### src/rtl/ser_par_if.sv
// Bundle between the receive controller and the serial-to-parallel converter
// (frame control, serial input, parallel output and RX CRC strobes).
interface ser_par_if #(
  parameter int unsigned DATA_W = 44
) ();

  logic              ser_par_intl;
  logic              rx_serial_in;
  logic              rx_bit_valid;
  logic              rx_ack;
  logic [DATA_W-1:0] par_data;
  logic              par_valid;
  logic              rx_pcrc_intl;
  logic              rx_pcrc_enable;
  logic              rx_pcrc_bit;
  logic              rx_pcrc_frm_cmp;
  logic              rx_overrun;

  modport master (
    output ser_par_intl, rx_serial_in, rx_bit_valid, rx_ack,
    input  par_data, par_valid, rx_pcrc_intl, rx_pcrc_enable,
           rx_pcrc_bit, rx_pcrc_frm_cmp, rx_overrun
  );

  modport slave (
    input  ser_par_intl, rx_serial_in, rx_bit_valid, rx_ack,
    output par_data, par_valid, rx_pcrc_intl, rx_pcrc_enable,
           rx_pcrc_bit, rx_pcrc_frm_cmp, rx_overrun
  );

endinterface

### src/rtl/ser_par_conv.sv
// Serial-to-parallel frame converter with RX CRC side strobes.
// Optional sticky overrun detection is built when SER_PAR_OVERRUN_DET_EN is defined.
module ser_par_conv #(
  parameter int unsigned DATA_W = 44
) (
  input  logic      clk,
  input  logic      g_rst,
  ser_par_if.slave  bus
);

  localparam int unsigned CNT_W = $clog2(DATA_W + 1);

  typedef enum logic [1:0] {
    IDLE  = 2'd0,
    ARM   = 2'd1,
    SHIFT = 2'd2,
    DONE  = 2'd3
  } state_t;

  state_t            state_q, state_nxt;
  logic [DATA_W-1:0] shift_q, shift_nxt, shift_word;
  logic [CNT_W-1:0]  cnt_q, cnt_nxt;
  logic [DATA_W-1:0] data_q, data_nxt;
  logic              valid_q, valid_nxt;
  logic              intl_q, intl_nxt;
  logic              en_q, en_nxt;
  logic              bit_q, bit_nxt;
  logic              cmp_q, cmp_nxt;

  // State and registered outputs
  always_ff @(posedge clk) begin
    if (g_rst) begin
      state_q <= IDLE;
      shift_q <= '0;
      cnt_q   <= '0;
      data_q  <= '0;
      valid_q <= 1'b0;
      intl_q  <= 1'b1;
      en_q    <= 1'b0;
      bit_q   <= 1'b0;
      cmp_q   <= 1'b0;
    end else begin
      state_q <= state_nxt;
      shift_q <= shift_nxt;
      cnt_q   <= cnt_nxt;
      data_q  <= data_nxt;
      valid_q <= valid_nxt;
      intl_q  <= intl_nxt;
      en_q    <= en_nxt;
      bit_q   <= bit_nxt;
      cmp_q   <= cmp_nxt;
    end
  end

  // Next state and next output values; abort in SHIFT wins over a sampled bit
  always_comb begin
    state_nxt  = state_q;
    shift_nxt  = shift_q;
    cnt_nxt    = cnt_q;
    data_nxt   = data_q;
    valid_nxt  = valid_q;
    intl_nxt   = 1'b0;
    en_nxt     = 1'b0;
    bit_nxt    = 1'b0;
    cmp_nxt    = 1'b0;
    shift_word = {shift_q[DATA_W-2:0], bus.rx_serial_in};

    unique case (state_q)
      IDLE: begin
        intl_nxt  = 1'b1;
        data_nxt  = '0;
        valid_nxt = 1'b0;
        if (bus.ser_par_intl) begin
          state_nxt = ARM;
          intl_nxt  = 1'b0;
        end
      end

      ARM: begin
        shift_nxt = '0;
        cnt_nxt   = '0;
        state_nxt = SHIFT;
      end

      SHIFT: begin
        if (bus.ser_par_intl) begin
          state_nxt = ARM;
        end else if (bus.rx_bit_valid) begin
          shift_nxt = shift_word;
          cnt_nxt   = cnt_q + CNT_W'(1);
          en_nxt    = 1'b1;
          bit_nxt   = bus.rx_serial_in;
          if (cnt_q == CNT_W'(DATA_W - 1)) begin
            data_nxt  = shift_word;
            valid_nxt = 1'b1;
            cmp_nxt   = 1'b1;
            state_nxt = DONE;
          end
        end
      end

      DONE: begin
        if (bus.rx_ack) begin
          data_nxt  = '0;
          valid_nxt = 1'b0;
          intl_nxt  = 1'b1;
          state_nxt = IDLE;
        end
      end

      default: begin
        state_nxt = IDLE;
        intl_nxt  = 1'b1;
      end
    endcase
  end

`ifdef SER_PAR_OVERRUN_DET_EN
  logic ovr_q, ovr_nxt;

  // A new frame request while the previous word is still unacknowledged
  always_comb begin
    ovr_nxt = ovr_q;
    if (state_q == DONE && bus.ser_par_intl && !bus.rx_ack) begin
      ovr_nxt = 1'b1;
    end
  end

  always_ff @(posedge clk) begin
    if (g_rst) begin
      ovr_q <= 1'b0;
    end else begin
      ovr_q <= ovr_nxt;
    end
  end

  assign bus.rx_overrun = ovr_q;
`else
  assign bus.rx_overrun = 1'b0;
`endif

  assign bus.par_data        = data_q;
  assign bus.par_valid       = valid_q;
  assign bus.rx_pcrc_intl    = intl_q;
  assign bus.rx_pcrc_enable  = en_q;
  assign bus.rx_pcrc_bit     = bit_q;
  assign bus.rx_pcrc_frm_cmp = cmp_q;

endmodule

### src/flat_wrapper.sv
// flat-port wrapper written by rule: the top's interface ports become plain ports
module ser_par_conv_flat 
#(
  parameter int unsigned DATA_W = 44
)
  (clk, g_rst, bus_ser_par_intl, bus_rx_serial_in, bus_rx_bit_valid, bus_rx_ack, bus_par_data, bus_par_valid, bus_rx_pcrc_intl, bus_rx_pcrc_enable, bus_rx_pcrc_bit, bus_rx_pcrc_frm_cmp, bus_rx_overrun);
  ser_par_if #(.DATA_W(DATA_W)) bus_i ();
  input  logic clk;
  input  logic g_rst;
  input wire logic [$bits(bus_i.ser_par_intl)-1:0] bus_ser_par_intl;
  input wire logic [$bits(bus_i.rx_serial_in)-1:0] bus_rx_serial_in;
  input wire logic [$bits(bus_i.rx_bit_valid)-1:0] bus_rx_bit_valid;
  input wire logic [$bits(bus_i.rx_ack)-1:0] bus_rx_ack;
  output wire logic [$bits(bus_i.par_data)-1:0] bus_par_data;
  output wire logic [$bits(bus_i.par_valid)-1:0] bus_par_valid;
  output wire logic [$bits(bus_i.rx_pcrc_intl)-1:0] bus_rx_pcrc_intl;
  output wire logic [$bits(bus_i.rx_pcrc_enable)-1:0] bus_rx_pcrc_enable;
  output wire logic [$bits(bus_i.rx_pcrc_bit)-1:0] bus_rx_pcrc_bit;
  output wire logic [$bits(bus_i.rx_pcrc_frm_cmp)-1:0] bus_rx_pcrc_frm_cmp;
  output wire logic [$bits(bus_i.rx_overrun)-1:0] bus_rx_overrun;
  assign bus_i.ser_par_intl = bus_ser_par_intl;
  assign bus_i.rx_serial_in = bus_rx_serial_in;
  assign bus_i.rx_bit_valid = bus_rx_bit_valid;
  assign bus_i.rx_ack = bus_rx_ack;
  assign bus_par_data = bus_i.par_data;
  assign bus_par_valid = bus_i.par_valid;
  assign bus_rx_pcrc_intl = bus_i.rx_pcrc_intl;
  assign bus_rx_pcrc_enable = bus_i.rx_pcrc_enable;
  assign bus_rx_pcrc_bit = bus_i.rx_pcrc_bit;
  assign bus_rx_pcrc_frm_cmp = bus_i.rx_pcrc_frm_cmp;
  assign bus_rx_overrun = bus_i.rx_overrun;
  ser_par_conv #(.DATA_W(DATA_W)) u_core (.clk(clk), .g_rst(g_rst), .bus(bus_i));
endmodule
### config.mk
export PLATFORM = sky130hd
export DESIGN_NAME = ser_par_conv_flat
export DESIGN_NICKNAME = d
export VERILOG_FILES = /design/src/rtl/ser_par_if.sv /design/src/rtl/ser_par_conv.sv /design/src/flat_wrapper.sv
export SDC_FILE = /design/constraint.sdc
export NUM_CORES = 1
export LEC_CHECK = 0
export BUFFER_PORTS_ARGS = -buffer_cell sky130_fd_sc_hd__clkbuf_2
export CORE_ASPECT_RATIO = 1.25
export CORE_UTILIZATION = 40
export CTS_BUF_LIST = sky130_fd_sc_hd__clkbuf_16
export DETAILED_ROUTE_END_ITERATION = 12
export GPL_TIMING_DRIVEN = 1
export PLACE_DENSITY = 0.61
export SLEW_MARGIN = 20
export SYNTH_ARGS = -nofsm -noshare
export SYNTH_HDL_FRONTEND = slang
export SYNTH_SLANG_ARGS = --single-unit
### constraint.sdc
create_clock -name clk -period 2.5 [get_ports clk]
set_input_delay 0.25 -clock clk [delete_from_list [all_inputs] [get_ports clk]]
set_output_delay 0.25 -clock clk [all_outputs]
set_load 0.01 [all_outputs]
# Yosys cells after proc, flatten, opt, wreduce, memory -nomap -nowiden
# Index checks and enable logic that the tools add are counted.
# Widths: inputs -> output; s select.
# totals
ff_bits,100
inputBits,6
out_inout_bits,50
word_cells,58
# op_classes
add_sub_neg,1
n_eq_ne,11
muxes,27
n_bitwise,2
reduce_logical,8
# op_table
operator,n
$mux 44,4
$pmux 44 s3,1
$mux 43,2
$pmux 43 s2,1
$mux 6,2
$pmux 6 s2,1
$mux 2,5
$mux 1,8
$ne 2x2->1 const B,4
$pmux 2 s4,1
$add 6x1->6 const B,1
$eq 6x6->1 const B,1
$reduce_and 5->1,1
$eq 2x2->1 const B,2
$reduce_and 4->1,1
$reduce_or 4->1,1
$ne 3x2->1 const B,1
$ne 3x3->1 const B,1
$pmux 1 s3,1
$reduce_and 3->1,1
$reduce_bool 3->1,1
$reduce_or 3->1,1
$eq 2x1->1 const B,1
$logic_not 2->1,1
4 further kinds,5

# Depth between registers and ports, before layout
# depth
word_depth,5
depth_mapped,8
depth_no_buf,6

# Least setup slack after synthesis
# Ideal clock, no wire load.
# synth_path
kind,register -> register
from,register u_core.state_q[0]
to,register u_core.data_q[0] (netlist: u_core.bus.par_data[0])
setup_time_ns,0.059
arrival_time_ns,1.667
required_time_ns,2.441
slack_ns,0.774
path_stages_with_launch,9
path_buffers,2
period_less_slack_ns,1.726
cell_sequence,dfxtp_1 -> inv_1 -> ha_1 -> nand2b_4 -> nor3b_4 -> and3_1 -> buf_4 -> buf_6 -> a22o_1
# synth_via
elab_chain_len,3
word_cells_on_any_way,10
cone_classes,eq/ne (6); mux (1); reduce/logical (3)
# synth_rtl
element,line_no,source
"start, declared",ser_par_conv.sv:20,"state_t state_q, state_nxt;"
"start signal, assigned",ser_par_conv.sv:43,state_q <= state_nxt;
$eq 2x2->1 or $logic_not 2->1 (tied branches),ser_par_conv.sv:68,unique case (state_q)
$ne 2x1->1 (no source line) (tied with other cells),--,
$reduce_and 5->1 (no source line),--,
"end signal, assigned",ser_par_conv.sv:46,data_q <= data_nxt;
"end, declared",ser_par_conv.sv:23,"logic [DATA_W-1:0] data_q, data_nxt;"
# Several ways; a longest one is shown, not always the timed one.
# A chain may end at the register's enable or synchronous reset.

# Worst setup path after layout
# layout_path
from,register u_core.state_q[0]
to,register u_core.shift_q[9]
# layout_via
elab_chain_len,3
word_cells_on_any_way,7
cone_classes,eq/ne (4); mux (1); reduce/logical (2)
# layout_rtl
element,line_no,source
$eq 2x2->1 or $eq 2x1->1 (tied branches),ser_par_conv.sv:68,
$ne 2x2->1 (no source line) or $reduce_bool 2->1 (tied branches),--,
$reduce_and 3->1 (no source line),--,
"end signal, assigned",ser_par_conv.sv:44,shift_q <= shift_nxt;
"end, declared",ser_par_conv.sv:21,"logic [DATA_W-1:0] shift_q, shift_nxt, shift_word;"
# Several ways; a longest one is shown, not always the timed one.

==> results.yml <==
timing:
  fin_tns_setup_ns: 0
  post-route-period-util_pct: 79.7
  fin_skew_ns: 0.00829
  worst_slack_ns: 0.509
  setup_viol: 0
  hold_viol: 0
  max_freq_ghz: 0.502
  rsz0062_at_grt: "false"
  finalCriticalPeriod_ns: 1.99
  slew_violations: 0
drt:
  drc_errors: 0
  met1Wirelength_mm: 2.96
  vias_per_cell: 5.39
  avgRoutedWirePerCell_um: 14.9
  first_pass_iters: 6
  highest-signal-layer: "met4"
  drt_iter0_drc: 118
  met2WireLength_mm: 2.97
  num_vias: 2263
  routed-wl-met3_um: 225
  drt-total-wl_mm: 6.26
  ant_nets: 0
global_route:
  antenna_found_initial: 0
  overflow: 0
  grt_pass1_wl_mm: 10.8
  grt_max_degree: 46
  grt_use_total_pct: 15.4
  first_global_vias: 2209
setup_path:
  cp.required_ns: 2.78
  cpPeakStageDelay_ns: 0.36
  path_common_cell: "nand2b_1"
  worst_r2r_path_depth: 7
  cp-start-kind: "register"
  cp_slowest_cell: "ha_1"
  cp_max_fo: 30
  path_class: "register to register"
  cp-end-kind: "register"
  worstPathCellList: "inv_1 > ha_1 > nand2b_1 > nand2b_1 > nor2_4 > buf_12 > a22o_1"
  arrival_ns: 2.27
clock_tree:
  ctsResizeCount: 0
  clkSlewWorstSetupHoldPaths_ns: 0.07
  post_cts_buffers: 0
  cts_buffers: 9
  cts_buffer_depth: 2
  hold_buffers: 0
  worstSkewPairLatency_ns: 0.33
  cts_tree: "built"
  cts-root-buf: "clkbuf_16"
  cts.sinks: 100
  htree_levels: 3
final_layout:
  final_common_cell: "dfxtp_1"
  drive_gt1_share_pct: 25.2
  diodes: 0
  final_util_pct: 50.0
  nets: 332
  area_growth_pct: 18.9
  final_cell_mix: "dfxtp_1, a22o_1, clkbuf_2"
die:
  initial_core_util_pct: 42.0
  die-area_um2: 8700
  fp.dieW_um: 83.6
  core_area_um2: 7930
  io_pins: 56
  rows: 36
  die_h_um: 104
power:
  leakage_nw: 1.68
  powerDensity_nw_per_um2: 857
  p_sw_share_pct: 27.8
  seqPwrFrac_pct: 48.2
  pwr-share-clk_pct: 38.1
  p_int_mw: 2.45
  p_comb_share_pct: 13.7
  netSwitchingPower_uw: 945
  ir_drop_uv: 455
placement:
  pre_cts_ws_ns: 0.531
  dp_hpwl_mm: 4.05
  gp_congestion: 0.800
  io_buffers: 54
synthesis:
  synth-edff-count: 0
  async_flop_share_pct: 0
  syn-instance-count: 271
  syn_nets: 283
  yosysUniqueCellTypes: 37
  avgSynthCellArea_um2: 12.3
  ys.flop_type: "dfxtp_1"
  yosysSeqAreaShare_pct: 60.1
  ys_warn_count: 0
  ys_seq_elements: 100
  synthesis.area_um2: 3330
hold_path:
  holdCritPathClass: "input port to register"
  hold_depth: 2
outcome:
  status: "finished clean"
run:
  drv_cap: 0
==> cell usage after synthesis (2+ instances only) <==
cell	count	area (µm²)
nor2b_1	2	12.5
dfxtp_1	100	2000
ha_1	6	75.1
a311oi_1	2	17.5
a21o_1	2	15.0
buf_6	4	45.0
nand2b_1	3	18.8
a21oi_1	3	15.0
nand2_1	2	7.51
o21ai_0	2	10.0
buf_2	5	25.0
and3_1	2	12.5
and2_1	2	12.5
a22o_1	84	736
o21bai_1	2	15.0
xor2_1	2	17.5
buf_4	2	15.0
nor2_1	13	48.8
xnor2_1	2	17.5
inv_1	3	11.3
clkbuf_1	10	37.5
a22oi_1	3	22.5
==> worst paths after layout <==
kind | start | endpoint | slack [ns]
hold / removal | bus_rx_serial_in | u_core.bus.par_data[0] | 0.15
setup / recovery | u_core.state_q[0] | u_core.shift_q[9] | 0.51
setup reg to reg | u_core.state_q[0] | u_core.shift_q[9] | 0.51
hold reg to reg | u_core.bus.par_valid | u_core.bus.par_valid | 0.46
==> power groups by stage <==
| stage | clock, mW | combinational (mW) | sequential [mW] |
|---|---|---|---|
| after global routing | 1.41 | 0.513 | 1.64 |
| after floorplan | 0 | 0.339 | 1.67 |
| after global placement | 0 | 0.457 | 1.67 |
| after CTS | 1.34 | 0.470 | 1.63 |
| after detailed placement | 0 | 0.467 | 1.67 |
| final | 1.29 | 0.465 | 1.64 |
==> layer usage <==
metal | global-route usage (%) | vias up
met1 | 20.6 | 1083
li1 | - | 1124
met4 | 8.11 | 0
met5 | 0 | -
met3 | 3.02 | 8
met2 | 23.6 | 48
==> area by class of cell <==
type	count	area (µm²)
Multi-Input combinational cell	147	1210
Inverter	3	11.3
Clock inverter	7	60.1
Fill cell	735	3970
Timing Repair Buffer	59	333
Tap cell	95	119
Sequential cell	100	2000
Clock buffer	9	225
==> cells by family after synthesis <==
family,Yosys count,synth area share [%]
muxes,1,0.338
buffers and inverters,24,4.02
other,1,0.113
and+or+nand+nor,33,6.08
xor gates and xnor gates,4,1.05
adders and majority gates,6,2.25
DFF,100,60.1
AOI/OAI and AO/OA,102,26.1
==> stage by stage <==
stage / area, µm² / cells / total power, mW / hold slack (ns)
6_report: 3960 / 420 / 3.40 / 0.145
5_1_grt: 3960 / 420 / 3.56 / 0.145
4_1_cts: 3960 / 420 / 3.44 / 0.133
3_5_place_dp: 3670 / 404 / 2.14 / 0.444
3_3_place_gp: 3670 / 404 / 2.13 / 0.438
2_1_floorplan: 3330 / 271 / 2.01 / 0.376
==> sequential cells by signal, summed over array words and instances, names as in the netlist <==
register,count
u_core.state_q,2
u_core.bus.rx_pcrc_bit,1
u_core.bus.par_data,44
u_core.bus.rx_pcrc_enable,1
u_core.bus.rx_pcrc_intl,1
u_core.bus.rx_pcrc_frm_cmp,1
u_core.shift_q,43
u_core.bus.par_valid,1
u_core.cnt_q,6
==> critical path, delay by kind of cell, from the launching register on <==
kind / cells / cell delay, ns
and+or+nand+nor: 3 / 0.71
buffers and inverters: 2 / 0.36
adders and majority gates: 1 / 0.36
DFF: 1 / 0.35
AOI/OAI and AO/OA: 1 / 0.15
Note: power is estimated with default switching activity, not from simulation.
